File: src/rtl/kbd_pwm_array.sv
// kbd_pwm_array
//   Multi-channel PWM generator driven by a PS/2 keyboard byte stream.
//   Number keys '1'..'8' select a channel and edit keys change that
//   channel's target duty. Each channel's applied duty moves toward its
//   target only at a PWM period boundary, so an output period is never cut
//   short or stretched by a key press.
//
// Ports
//   clk       in   1      pixel clock
//   reset     in   1      asynchronous reset, active low
//   scancode  in   8      PS/2 byte from the keyboard receiver
//   flag      in   1      one-cycle strobe: scancode is valid
//   pwm       out  N_CH   PWM outputs, bit i belongs to channel i
//   sel       out  3      index of the currently selected channel
//   busy      out  1      high while any applied duty differs from its target
module kbd_pwm_array #(
    parameter int N_CH      = 4,
    parameter int RES       = 8,
    parameter int PRESCALE  = 16,
    parameter int STEP      = 16,
    parameter int RAMP_STEP = 1
) (
    input  logic            clk,
    input  logic            reset,
    input  logic [7:0]      scancode,
    input  logic            flag,
    output logic [N_CH-1:0] pwm,
    output logic [2:0]      sel,
    output logic            busy
);

    localparam int              PSC_W    = (PRESCALE > 1) ? $clog2(PRESCALE) : 1;
    localparam logic [PSC_W-1:0] PSC_LAST = PSC_W'(PRESCALE - 1);
    localparam logic [RES-1:0]  DUTY_MAX = {RES{1'b1}};
    localparam logic [RES-1:0]  CNT_LAST = DUTY_MAX - 1'b1;
    localparam logic [RES:0]    STEP_W   = (RES + 1)'(STEP);
    localparam logic [RES:0]    RAMP_W   = (RES + 1)'(RAMP_STEP);

    typedef enum logic {
        IDLE,
        BREAK
    } state_t;

    state_t           state;
    state_t           state_nx;
    logic [PSC_W-1:0] psc;
    logic [RES-1:0]   cnt;
    logic [RES-1:0]   tgt [N_CH];
    logic [RES-1:0]   act [N_CH];
    logic             tick;
    logic             pend;
    logic             make;
    logic [3:0]       key_idx;
    logic             any_diff;

    // Duty arithmetic is done with a guard bit and a sign bit so that both
    // overflow past full scale and underflow below zero clamp instead of wrapping.
    function automatic logic [RES-1:0] clamp_duty(input logic signed [RES+1:0] x);
        if (x < 0)
            return '0;
        else if (x > $signed({2'b00, DUTY_MAX}))
            return DUTY_MAX;
        else
            return x[RES-1:0];
    endfunction

    function automatic logic [RES-1:0] edit_duty(input logic [7:0] code,
                                                 input logic [RES-1:0] v);
        logic signed [RES+1:0] v_s;
        logic signed [RES+1:0] step_s;
        v_s    = $signed({2'b00, v});
        step_s = $signed({1'b0, STEP_W});
        case (code)
            8'h55:   return clamp_duty(v_s + step_s);
            8'h4E:   return clamp_duty(v_s - step_s);
            8'h45:   return '0;
            8'h2B:   return DUTY_MAX;
            default: return v;
        endcase
    endfunction

    function automatic logic [RES-1:0] ramp_duty(input logic [RES-1:0] a,
                                                 input logic [RES-1:0] t);
        logic signed [RES+1:0] a_s;
        logic signed [RES+1:0] diff;
        logic signed [RES+1:0] rs_s;
        a_s  = $signed({2'b00, a});
        diff = $signed({2'b00, t}) - a_s;
        rs_s = $signed({1'b0, RAMP_W});
        if (RAMP_STEP == 0)
            return t;
        else if (diff > rs_s)
            return clamp_duty(a_s + rs_s);
        else if (diff < -rs_s)
            return clamp_duty(a_s - rs_s);
        else
            return t;
    endfunction

    // Number-row make codes '1'..'8' map to channel 0..7; 8 means "not a number key".
    function automatic logic [3:0] key_to_idx(input logic [7:0] code);
        case (code)
            8'h16:   return 4'd0;
            8'h1E:   return 4'd1;
            8'h26:   return 4'd2;
            8'h25:   return 4'd3;
            8'h2E:   return 4'd4;
            8'h36:   return 4'd5;
            8'h3D:   return 4'd6;
            8'h3E:   return 4'd7;
            default: return 4'd8;
        endcase
    endfunction

    assign tick    = (psc == PSC_LAST);
    assign pend    = tick && (cnt == CNT_LAST);
    assign key_idx = key_to_idx(scancode);
    // E0 is only a prefix; the code that follows it is handled like any other.
    assign make    = flag && (state == IDLE) && (scancode != 8'hF0) && (scancode != 8'hE0);

    always_comb begin
        state_nx = state;
        if (flag) begin
            case (state)
                IDLE:    if (scancode == 8'hF0) state_nx = BREAK;
                BREAK:   state_nx = IDLE;
                default: state_nx = IDLE;
            endcase
        end
    end

    always_comb begin
        any_diff = 1'b0;
        for (int i = 0; i < N_CH; i++)
            any_diff = any_diff | (act[i] != tgt[i]);
    end

    always_ff @(posedge clk or negedge reset) begin
        if (!reset) begin
            state <= IDLE;
            psc   <= '0;
            cnt   <= '0;
            sel   <= '0;
            busy  <= 1'b0;
            pwm   <= '0;
            for (int i = 0; i < N_CH; i++) begin
                tgt[i] <= '0;
                act[i] <= '0;
            end
        end else begin
            state <= state_nx;
            busy  <= any_diff;
            psc   <= tick ? '0 : psc + 1'b1;
            if (tick)
                cnt <= (cnt == CNT_LAST) ? '0 : cnt + 1'b1;
            if (make && (key_idx < 4'(N_CH)))
                sel <= key_idx[2:0];
            for (int i = 0; i < N_CH; i++) begin
                pwm[i] <= (cnt < act[i]);
                // The ramp reads the registered target, so a key arriving in
                // the pend cycle only takes effect at the following boundary.
                if (pend)
                    act[i] <= ramp_duty(act[i], tgt[i]);
                if (make && (sel == 3'(i)))
                    tgt[i] <= edit_duty(scancode, tgt[i]);
            end
        end
    end

endmodule

File: config.mk
export PLATFORM = sky130hd
export DESIGN_NAME = kbd_pwm_array
export DESIGN_NICKNAME = d
export VERILOG_FILES = /design/src/rtl/kbd_pwm_array.sv
export SDC_FILE = /design/constraint.sdc
export NUM_CORES = 1
export LEC_CHECK = 0
export ABC_CLOCK_PERIOD_IN_PS = 4300
export CORE_ASPECT_RATIO = 1.5
export CORE_MARGIN = 1
export CORE_UTILIZATION = 65
export CTS_CLUSTER_DIAMETER = 50
export DETAILED_ROUTE_END_ITERATION = 10
export PLACE_DENSITY = 0.89
export SLEW_MARGIN = 20
export SYNTH_ARGS = -nofsm -noshare
export SYNTH_HDL_FRONTEND = slang
export SYNTH_SLANG_ARGS = --single-unit
File: constraint.sdc
create_clock -name clk -period 4.3 [get_ports clk]
set_input_delay 0.86 -clock clk [delete_from_list [all_inputs] [get_ports clk]]
set_output_delay 0.86 -clock clk [all_outputs]
set_load 0.05 [all_outputs]
---- After elaboration in Yosys (flattened, before gate mapping) ----
Index checks and enable logic that the tools add are counted.
storage, ports and cells
  flip-flop bits (word level) ............. 85
  bits of input ports ..................... 11
  word-level logic and storage cells ...... 173
operators by class
  add/sub/neg operators ................... 22
  order comparisons ....................... 45
  eq/ne operators ......................... 24
  multiplexer cells ....................... 49
  bitwise operators ....................... 4
  reductions and logical operators ........ 15
operators with widths
  operator               number
  $mux W8                41
  $lt A9 B1 Y1 const B   20
  $pmux W8 S4            4
  $gt A9 B8 Y1 const B   8
  $gt A9 B9 Y1 const B   8
  $eq A8 B6 Y1 const B   7
  $add A8 B1 Y9 const B  4
  $add A8 B5 Y9 const B  4
  $gt A9 B2 Y1 const B   4
  $sub A8 B1 Y9 const B  4
  $sub A8 B5 Y9 const B  4
  $sub A8 B8 Y9          4
  $lt A8 B8 Y1           4
  $ne A8 B8 Y1           4
  $pmux W4 S8            1
  $eq A8 B7 Y1 const B   3
  $eq A8 B5 Y1 const B   2
  $eq A8 B8 Y1 const B   2
  $ne A8 B8 Y1 const B   2
  $logic_and A1 B1 Y1    9
  $add A8 B1 Y8 const B  1
  $reduce_and A2 Y1      4
  $eq A3 B2 Y1 const B   2
  $add A4 B1 Y4 const B  1
  other kinds (10)       12

---- Longest topological paths before layout ----
Gate-level depths: netlist of the first run.
  depth in word-level cells ............... 6
  depth in mapped cells ................... 12
  depth with buffers taken out ............ 11

---- Least setup slack after synthesis of the first run ----
Ideal clock, no wire load.
  path kind ............................... reg2reg
  from .................................... reg tgt[26] in the netlist's numbering
  to ...................................... reg act[29] in the netlist's numbering
  data arrival time ....................... 2925 ps
  data required time ...................... 4171 ps
  setup slack ............................. 1246 ps
  stages on the path, launching flop included .. 12
  path buffers ............................ 0
  clock period less this slack ............ 3054 ps
  path through ............................ dfrtp_1 -> inv_1 -> ha_1 -> fa_1 -> nand2b_1 -> o2bb2ai_1 -> and4bb_2 -> a311oi_2 -> o41ai_4 -> nor2_1 -> a221oi_1 -> nor3_1
between the ends
  word-level cells in the longest chain between the ends .. 4
  elaborated cells between the ends (all ways) .. 5
  classes of those cells .................. add/sub: 1; order compare: 2; mux: 2
RTL lines
  element                           line  source
  start: declaration                48    logic [RES-1:0] tgt [N_CH];
  start signal: indexed assignment  165   tgt[i] <= edit_duty(scancode, tgt[i]);
  $sub A8 B8 Y9 (*)                 88    diff = $signed({2'b00, t}) - a_s;
  $lt A9 B1 Y1                      94    else if (diff < -rs_s)
  $mux W8                           94
  $mux W8 (*)                       92    else if (diff > rs_s)
  end signal: indexed assignment    163   act[i] <= ramp_duty(act[i], tgt[i]);
  end: declaration                  49    logic [RES-1:0] act [N_CH];
Every way passes the cells marked *; elsewhere a longest branch is shown, timed or not.
A chain may end at the register's enable or synchronous reset.

---- Worst setup path after layout of the first run ----
  from .................................... reg tgt[26] in the netlist's numbering
  to ...................................... reg act[28] in the netlist's numbering
The elaborated chain is that of the path after synthesis.

==> results.sh, run 1 <==
export IMPL_pre_cts_ws_ps=834
export IMPL_slew_viol_final=0
export IMPL_cts_setup_buffers=0
export IMPL_whs_path_depth=1
export IMPL_p_switching_w=0.000607
export IMPL_p_comb_frac=0.220
export IMPL_synth_top_family_by_area="compound AO/OA/AOI/OAI gates"
export IMPL_period_minus_slack_ps=3520
export IMPL_vias=8508
export IMPL_worst_r2r_path_depth=11
export IMPL_synth_compound_area_frac=0.322
export IMPL_regArea_um2=1830
export IMPL_grt_pass1_wl_mm=38.1
export IMPL_routed_wl_mm=22.6
export IMPL_grt_max_degree=74
export IMPL_syn_area_per_cell_um2=7.92
export IMPL_clock_latency_ps=340
export IMPL_end_kind="flip-flop"
export IMPL_postCtsHoldBufs=0
export IMPL_startpoint_type="flip-flop"
export IMPL_worstHoldEndpoint="psc[0]"
export IMPL_yosysSeqAreaShare=0.217
export IMPL_fillCellCount=931
export IMPL_layout_commonest_cell="ha_1"
export IMPL_numCtsBuffers=9
export IMPL_yosysTopAreaCellShare=0.217
export IMPL_hpwlAfterDp_mm=16.6
export IMPL_p_leak_nw=3.68
export IMPL_r2r_end="act[28]"
export IMPL_fmax_mhz=284
export IMPL_whs_ps=492
export IMPL_syn_nets=1169
export IMPL_start_util=0.669
export IMPL_synth_top_cells_by_area="dfrtp_1, ha_1, a21oi_1"
export IMPL_htreeDepth=3
export IMPL_slowest_stage="o41ai_4"
export IMPL_cts_resized=0
export IMPL_drt_iter0_markers=712
export IMPL_via_per_inst=7.00
export IMPL_slowest_delay_ps=680
export IMPL_tightest_slew_ps=965
export IMPL_die_y_um=141
export IMPL_grt_ovfl_total=0
export IMPL_synth_fa_ha_area_frac=0.146
export IMPL_p_seq_frac=0.393
export IMPL_drc=0
export IMPL_min_from="psc[0]"
export IMPL_pwr_share_clk=0.387
export IMPL_intPower_w=0.00128
export IMPL_cts_buffer_depth=2
export IMPL_cts_tree="yes"
export IMPL_multi_input_area_um2=6190
export IMPL_die_area_um2=13400
export IMPL_clock_sinks=73
export IMPL_worstPathRequired_ps=4520
export IMPL_cp_num_buf_inv=1
export IMPL_layout_nets=1161
export IMPL_syn_area_um2=8420
export IMPL_wire_per_inst_um=18.6
export IMPL_coreArea_um2=12600
export IMPL_num_io_pins=19
export IMPL_row_count=50
export IMPL_setup_viol=0
export IMPL_reg2reg_slack_ps=780
export IMPL_root_buffer="clkbuf_16"
export IMPL_holdCritPathClass="flip-flop to flip-flop"
export IMPL_finalSetupTns_ps=0
export IMPL_synthSimpleGateAreaFrac=0.229
export IMPL_track_usage=0.356
export IMPL_ys_types=98
export IMPL_switching_share=0.322
export IMPL_fin_skew_ps=6.63
export IMPL_ys_ff_latch=73
export IMPL_synthToLayoutAreaGrowth_pct=6.30
export IMPL_crit_family="compound AO/OA/AOI/OAI gates"
export IMPL_ant_nets=0
export IMPL_antenna_found_initial=0
export IMPL_design_area_um2=8950
export IMPL_portBuffers=18
export IMPL_synth_flop_cell="dfrtp_1"
export IMPL_outcome="complete, no violations"
export IMPL_power_per_cell_area_nw_per_um2=211
export IMPL_maxCapViolCount=0
export IMPL_ys_warn_count=0
export IMPL_criticalPathCategory="flip-flop to flip-flop"
export IMPL_gp_congestion=0.950
export IMPL_path_cells="inv_1 > ha_1 > fa_1 > nand2b_1 > o2bb2ai_1 > and4bb_2 > a311oi_2 > o41ai_4 > nor2_1 > a221oi_1 > a21oi_1"
export IMPL_synth_largest_area_cell="dfrtp_1"
export IMPL_first_pass_iters=5
export IMPL_diodes=0
export IMPL_setup_ws_ps=783
export IMPL_critPathMaxFanout=10
export IMPL_syn_inst=1063
export IMPL_synth_edf_count=0
export IMPL_mostFrequentLayoutCells="ha_1, a21oi_1, o21ai_0, nor2_1, dfrtp_1"
export IMPL_period_share=0.818
export IMPL_synth_mux_area_fraction=0.0125
export IMPL_drive_gt1_frac=0.0613
export IMPL_slew_limit_headroom=0.356
export IMPL_synth_xor_area_share=0.0250
export IMPL_die_x_um=94.9
export IMPL_finalHoldViolCount=0
export IMPL_vdd_drop_max_mv=0.260
export IMPL_crit_arrival_ps=3740
export IMPL_synthArstFlopShare=1.00
export IMPL_rsz0062_at_grt="false"
export IMPL_reg2reg_from="tgt[26]"
export IMPL_dpl_cell_area_um2=8670
export IMPL_grt_pass1_vias=8039
export IMPL_path_clk_slew_ps=60
-- synthesized netlist by cell type, types with 9 or more instances --
| cell | n |
|---|---|
| nand2_1 | 72 |
| a21o_1 | 35 |
| dfrtp_1 | 73 |
| a211oi_1 | 9 |
| inv_1 | 61 |
| and3_1 | 13 |
| a211o_1 | 10 |
| or3_1 | 10 |
| a21oi_1 | 85 |
| xnor2_1 | 11 |
| a31oi_1 | 15 |
| nor2_1 | 75 |
| nor2b_1 | 24 |
| o22ai_1 | 10 |
| o21a_1 | 19 |
| nand4_1 | 23 |
| ha_1 | 91 |
| xor2_1 | 13 |
| nor3_1 | 40 |
| o31ai_1 | 10 |
| nand3_1 | 43 |
| a221oi_1 | 11 |
| o21ai_0 | 79 |
| clkbuf_1 | 35 |
| nand2b_1 | 11 |
-- sequential cells by signal, summed over array words and instances (netlist names) --
name,cells
psc,4
state,1
pwm,4
sel,3
tgt,20
busy,1
cnt,8
act,32
-- cells by family after synthesis --
group                    count (synthesis)
AO/OA/AOI/OAI                          386
AND/OR/NAND/NOR                        367
XOR/XNOR                                24
multiplexers                            10
adder cells (fa/ha/maj)                 96
buffers and inverters                  107
flip-flops                              73
-- area by class of cell --
| cell class | count | area share |
|---|---|---|
| clock buffer | 12 | 0.0287 |
| clock inverter | 4 | 0.00294 |
| inverter | 66 | 0.0277 |
| multi-input combinational | 883 | 0.692 |
| sequential | 73 | 0.204 |
| tap | 156 | 0.0218 |
| timing repair buffer | 22 | 0.0232 |
-- metal layers --
metal / vias to the layer above / GRT usage / wire length, um
met2: 409 / 0.587 / 11000
li1: 4030 / - / -
met5: - / 0 / 0
met3: 87 / 0.0584 / 1550
met4: 0 / 0.199 / 1010
met1: 3982 / 0.434 / 9080
-- worst max-delay path by stage --
stage / from / to / slack (ps) / cells after the start
after CTS: tgt[26] / act[28] / 850 / 11
after global routing: tgt[18] / act[22] / 560 / 11
final: tgt[26] / act[28] / 780 / 11
after global placement: scancode[4] / tgt[28] / 930 / 7
after detailed placement: scancode[5] / tgt[28] / 830 / 7
after floorplan: tgt[26] / act[29] / 1250 / 11
-- power groups by stage --
| stage | combinational (W) | sequential, W | clock, W |
|---|---|---|---|
| after floorplan | 0.000308 | 0.000737 | 0 |
| after global placement | 0.000393 | 0.000751 | 0 |
| after detailed placement | 0.000404 | 0.000751 | 0 |
| after CTS | 0.000408 | 0.000739 | 0.000736 |
| after global routing | 0.000454 | 0.000743 | 0.000765 |
| final | 0.000415 | 0.000741 | 0.000731 |
-- per-stage QoR --
| step | power, W | utilization | instances |
|---|---|---|---|
| after floorplan | 0.00105 | - | 1063 |
| after global placement | 0.00114 | 0.689 | 1200 |
| after detailed placement | 0.00116 | 0.689 | 1200 |
| after CTS | 0.00188 | 0.712 | 1216 |
| after global routing | 0.00196 | 0.712 | 1216 |
| final | 0.00189 | 0.712 | 1216 |
No activity file was read; power rests on OpenSTA's default activity.
==> run 2, diff against run 1 <==
--- a/config.mk
+++ b/config.mk
@@ -5,13 +5,13 @@
 export SDC_FILE = /design/constraint.sdc
 export NUM_CORES = 1
 export LEC_CHECK = 0
-export ABC_CLOCK_PERIOD_IN_PS = 4300
+export ABC_CLOCK_PERIOD_IN_PS = 3100
 export CORE_ASPECT_RATIO = 1.5
 export CORE_MARGIN = 1
-export CORE_UTILIZATION = 65
+export CORE_UTILIZATION = 58
 export CTS_CLUSTER_DIAMETER = 50
 export DETAILED_ROUTE_END_ITERATION = 10
-export PLACE_DENSITY = 0.89
+export PLACE_DENSITY = 0.84
 export SLEW_MARGIN = 20
 export SYNTH_ARGS = -nofsm -noshare
 export SYNTH_HDL_FRONTEND = slang
==> constraint.sdc (replaced) <==
create_clock -name clk -period 3.1 [get_ports clk]
set_input_delay 0.62 -clock clk [delete_from_list [all_inputs] [get_ports clk]]
set_output_delay 0.62 -clock clk [all_outputs]
set_load 0.05 [all_outputs]
==> run 2 against run 1 <==
Sequential share of layout area is 1.9 points lower. Flip-flop and latch count stayed put. Utilization is 1.3 points lower. First-iteration DRC count is 2.4% higher. Hold slack worse by 350 ps. Power is 49% higher. Die area is 12% higher. Cell count is 10% higher. Critical path type unchanged. Largest cell class unchanged.
==> results.sh, run 2 (synthesized netlist as in run 1, its figures left out) <==
export IMPL_outcome="complete, no violations"
export IMPL_ant_nets=0
export IMPL_coreArea_um2=14100
export IMPL_hpwlAfterDp_mm=18.4
export IMPL_switching_share=0.323
export IMPL_mostFrequentLayoutCells="buf_4, ha_1, a21oi_1, o21ai_0, nor2_1"
export IMPL_critPathMaxFanout=5
export IMPL_grt_pass1_vias=8620
export IMPL_synthToLayoutAreaGrowth_pct=17.2
export IMPL_finalHoldViolCount=0
export IMPL_postCtsHoldBufs=0
export IMPL_p_switching_w=0.000904
export IMPL_period_minus_slack_ps=3040
export IMPL_regArea_um2=1830
export IMPL_grt_max_degree=74
export IMPL_setup_ws_ps=63.3
export IMPL_path_clk_slew_ps=60
export IMPL_grt_pass1_wl_mm=40.8
export IMPL_largest_register_ffs=32
export IMPL_fmax_mhz=329
export IMPL_root_buffer="clkbuf_16"
export IMPL_track_usage=0.340
export IMPL_via_per_inst=6.80
export IMPL_slew_limit_headroom=0.406
export IMPL_dpl_cell_area_um2=9330
export IMPL_numCtsBuffers=9
export IMPL_setup_viol=0
export IMPL_first_pass_iters=8
export IMPL_clock_sinks=73
export IMPL_intPower_w=0.00190
export IMPL_crit_arrival_ps=3280
export IMPL_die_y_um=150
export IMPL_die_area_um2=15000
export IMPL_top_register="act"
export IMPL_die_x_um=100
export IMPL_grt_ovfl_total=0
export IMPL_antenna_found_initial=0
export IMPL_slew_viol_final=0
export IMPL_cts_buffer_depth=2
export IMPL_multi_input_area_um2=6340
export IMPL_htreeDepth=3
export IMPL_worstPathRequired_ps=3340
export IMPL_num_io_pins=19
export IMPL_criticalPathCategory="flip-flop to flip-flop"
export IMPL_pwr_share_clk=0.394
export IMPL_power_per_cell_area_nw_per_um2=284
export IMPL_clock_latency_ps=350
export IMPL_layout_commonest_cell="buf_4"
export IMPL_p_leak_nw=4.18
export IMPL_drive_gt1_frac=0.155
export IMPL_fillCellCount=1069
export IMPL_startpoint_type="flip-flop"
export IMPL_start_util=0.596
export IMPL_wire_per_inst_um=19.1
export IMPL_period_share=0.980
export IMPL_pre_cts_ws_ps=-28.3
export IMPL_drt_iter0_markers=729
export IMPL_cts_tree="yes"
export IMPL_routed_wl_mm=25.7
export IMPL_portBuffers=18
export IMPL_reg2reg_slack_ps=60
export IMPL_diodes=0
export IMPL_vdd_drop_max_mv=0.291
export IMPL_vias=9133
export IMPL_tightest_slew_ps=883
export IMPL_layout_nets=1252
export IMPL_end_kind="flip-flop"
export IMPL_p_seq_frac=0.355
export IMPL_row_count=53
export IMPL_p_comb_frac=0.251
export IMPL_design_area_um2=9860
export IMPL_holdCritPathClass="input port to async pin"
export IMPL_drc=0
export IMPL_maxCapViolCount=0
export IMPL_gp_congestion=0.947
export IMPL_fin_skew_ps=7.94
export IMPL_reg_largest_list="act (32), tgt (20), cnt (8)"
[run 2: layout make-up]
type / count / share of cell area
Multi-Input combinational cell: 883 / 0.642
Sequential cell: 73 / 0.185
Timing Repair Buffer: 113 / 0.0925
Inverter: 66 / 0.0251
Clock buffer: 11 / 0.0246
Tap cell: 192 / 0.0244
Clock inverter: 5 / 0.00558
[run 2: per-stage QoR]
step / std cells / TNS [ps] / util / hold WS (ps) / power (W)
floorplan: 1063 / 0 / - / 324 / 0.00145
detailed placement: 1318 / -46.6 / 0.660 / 484 / 0.00165
global route: 1343 / -70.7 / 0.698 / 169 / 0.00289
finish: 1343 / 0 / 0.698 / 141 / 0.00280
CTS: 1335 / 0 / 0.682 / 479 / 0.00273
global placement: 1318 / 0 / 0.660 / 483 / 0.00163
[run 2: repair_timing]
item | 4_1_cts | 5_1_grt
pin swaps | 1 | 11
buffers inserted | 1 | 6
gates resized for setup | 2 | 30
cloned | 0 | 1
setup endpoints to repair | 4 | 24
[run 2: per-layer routing]
layer / vias up / share of wire / global-route usage
li1: 4213 / - / -
met1: 4238 / 0.37 / 0.384
met4: 0 / 0.060 / 0.219
met3: 134 / 0.078 / 0.0472
met2: 548 / 0.50 / 0.594
met5: - / 0 / 0
[run 2: worst max-delay path: stages (launching register included)]
cell and delay [ps]:
dfrtp_1 370, inv_1 120, ha_1 260, nor2b_1 150, o21a_1 210, o21ba_2 220, o41ai_1 540, nand3_2 240
o21a_1 300, a2111o_1 360, o221a_2 130
[run 2: power by group through the flow]
stage | Sequential [W] | Clock, W | Combinational [W]
6_report | 0.000996 | 0.00110 | 0.000703
5_1_grt | 0.000997 | 0.00113 | 0.000760
4_1_cts | 0.000996 | 0.00109 | 0.000642
3_5_place_dp | 0.00101 | 0 | 0.000638
3_3_place_gp | 0.00101 | 0 | 0.000622
2_1_floorplan | 0.00102 | 0 | 0.000428
[run 2: worst paths after layout]
check | start | to | cells after the start
max in group asynchronous | reset | tgt[2] | 2
worst max register to register | act[1] | act[3] | 10
worst min-delay path | reset | act[15] | 1
worst max-delay path | act[1] | act[3] | 10
worst min register to register | psc[0] | psc[0] | 1
min in group clk | psc[0] | psc[0] | 1
==> run 3, diff against run 2 <==
--- a/config.mk
+++ b/config.mk
@@ -6,9 +6,11 @@
 export NUM_CORES = 1
 export LEC_CHECK = 0
 export ABC_CLOCK_PERIOD_IN_PS = 3100
+export CELL_PAD_IN_SITES_DETAIL_PLACEMENT = 0
+export CELL_PAD_IN_SITES_GLOBAL_PLACEMENT = 1
 export CORE_ASPECT_RATIO = 1.5
 export CORE_MARGIN = 1
-export CORE_UTILIZATION = 58
+export CORE_UTILIZATION = 44
 export CTS_CLUSTER_DIAMETER = 50
 export DETAILED_ROUTE_END_ITERATION = 10
 export PLACE_DENSITY = 0.84
==> run 3 against run 2 <==
Global-route usage fell by 6.9 points. Power fell by 3.3%. Critical path type unchanged. Clock power fell by 9%. Via count fell by 3.6%.
==> results.sh, run 3 (synthesized netlist as in run 1, its figures left out) <==
export IMPL_routed_wl_mm=25.9
export IMPL_drt_iter0_markers=669
export IMPL_die_x_um=115
export IMPL_drc=0
export IMPL_largest_register_ffs=32
export IMPL_slew_limit_headroom=0.339
export IMPL_slowest_stage="a311o_1"
export IMPL_fillCellCount=1767
export IMPL_cts_tree="yes"
export IMPL_path_clk_slew_ps=70
export IMPL_ant_nets=0
export IMPL_cts_buffer_depth=2
export IMPL_period_share=0.986
export IMPL_reg2reg_slack_ps=40
export IMPL_layout_nets=1258
export IMPL_gp_congestion=0.911
export IMPL_wire_per_inst_um=18.4
export IMPL_path_cells="buf_4 > ha_1 > nor2b_1 > o31a_1 > a311o_1 > a21o_4 > a21o_1 > buf_4 > a221oi_1 > o22ai_1"
export IMPL_slowest_delay_ps=400
export IMPL_reg2reg_from="tgt[18]"
export IMPL_outcome="complete, no violations"
export IMPL_grt_pass1_vias=8415
export IMPL_period_minus_slack_ps=3060
export IMPL_grt_ovfl_total=0
export IMPL_fin_skew_ps=9.11
export IMPL_row_count=61
export IMPL_grt_max_degree=45
export IMPL_numCtsBuffers=9
export IMPL_start_util=0.452
export IMPL_coreArea_um2=18600
export IMPL_holdCritPathClass="input port to async pin"
export IMPL_finalSetupTns_ps=0
export IMPL_num_io_pins=19
export IMPL_postCtsHoldBufs=0
export IMPL_clock_sinks=73
export IMPL_fmax_mhz=327
export IMPL_startpoint_type="flip-flop"
export IMPL_criticalPathCategory="flip-flop to flip-flop"
export IMPL_mostFrequentLayoutCells="buf_4, ha_1, a21oi_1, o21ai_0, nor2_1"
export IMPL_worstPathRequired_ps=3310
export IMPL_htreeDepth=3
export IMPL_worst_r2r_path_depth=10
export IMPL_layout_commonest_cell="buf_4"
export IMPL_slew_viol_final=0
export IMPL_finalHoldViolCount=0
export IMPL_wl_met3_mm=1.16
export IMPL_startpoint="tgt[18]"
export IMPL_diodes=0
export IMPL_setup_viol=0
export IMPL_maxCapViolCount=0
export IMPL_met2WireLength_mm=13.0
export IMPL_drive_gt1_frac=0.165
export IMPL_die_y_um=171
export IMPL_r2r_end="act[17]"
export IMPL_synthToLayoutAreaGrowth_pct=19.4
export IMPL_clock_latency_ps=350
export IMPL_hpwlAfterDp_mm=19.4
export IMPL_setup_ws_ps=44.0
export IMPL_die_area_um2=19700
export IMPL_tightest_slew_ps=983
export IMPL_end_kind="flip-flop"
export IMPL_portBuffers=18
export IMPL_via_per_inst=6.25
export IMPL_power_per_cell_area_nw_per_um2=270
export IMPL_vias=8802
export IMPL_wl_met1_mm=10.8
export IMPL_reg_largest_list="act (32), tgt (20), cnt (8)"
export IMPL_p_leak_nw=4.17
export IMPL_grt_pass1_wl_mm=42.0
export IMPL_crit_arrival_ps=3260
export IMPL_first_pass_iters=6
export IMPL_critPathMaxFanout=7
export IMPL_root_buffer="clkbuf_16"
export IMPL_crit_path_frequent_cell="buf_4"
export IMPL_top_register="act"
export IMPL_antenna_found_initial=0
export IMPL_pre_cts_ws_ps=-13.5
export IMPL_track_usage=0.271
export IMPL_top_layer_used="met4"
export IMPL_vdd_drop_max_mv=0.309
-- run 3: final cells by class --
class	instances	area [um^2]	area share
clock inverters	6	43.8	0.00436
flip-flops and latches	73	1830	0.182
clock buffers	10	229	0.0228
repair buffers	119	948	0.0944
multi-input cells	883	6430	0.640
inverters	66	248	0.0247
well taps	252	315	0.0314
-- run 3: metal layers --
metal / vias to the layer above / GRT usage
met1: 4193 / 0.320
met2: 309 / 0.479
met3: 76 / 0.0338
met5: - / 0
met4: 0 / 0.134
li1: 4224 / -
-- run 3: power breakdown --
part / switching, W / internal [W] / leakage (nW)
Clock: 0.000452 / 0.000545 / 0.133
Combinational: 0.000431 / 0.000287 / 3.08
Sequential: 0.0000218 / 0.000972 / 0.959
-- run 3: worst max path at each step --
| stage | endpoint | cells past startpoint | slack (ps) |
|---|---|---|---|
| after CTS | act[11] | 11 | 20 |
| after floorplan | act[29] | 11 | 50 |
| after detailed placement | act[5] | 10 | -10 |
| after global routing | act[3] | 11 | -90 |
| final | act[17] | 10 | 40 |
| after global placement | act[5] | 11 | 110 |
-- run 3: worst max-delay path, delay by kind of cell (launching register included) --
kind / cells / cell delay [ps]
compound gates: 6 / 1710
flops: 1 / 380
buf+inv: 2 / 350
fa+ha+maj: 1 / 330
simple gates: 1 / 160
-- run 3: timing repair --
item                                    CTS  global route
endpoints found under the setup margin    1            23
resized for setup                         1            47
pin swaps                                 0            10
buffers inserted                          0             1
-- run 3: stage by stage --
stage,cell area (um^2),instances,hold slack [ps],util,power [W]
2_1_floorplan,8420,1063,324,-,0.00145
3_3_place_gp,9520,1392,477,0.511,0.00167
3_5_place_dp,9520,1392,490,0.511,0.00168
4_1_cts,9800,1408,265,0.526,0.00269
5_1_grt,10000,1409,277,0.540,0.00284
6_report,10000,1409,251,0.540,0.00271
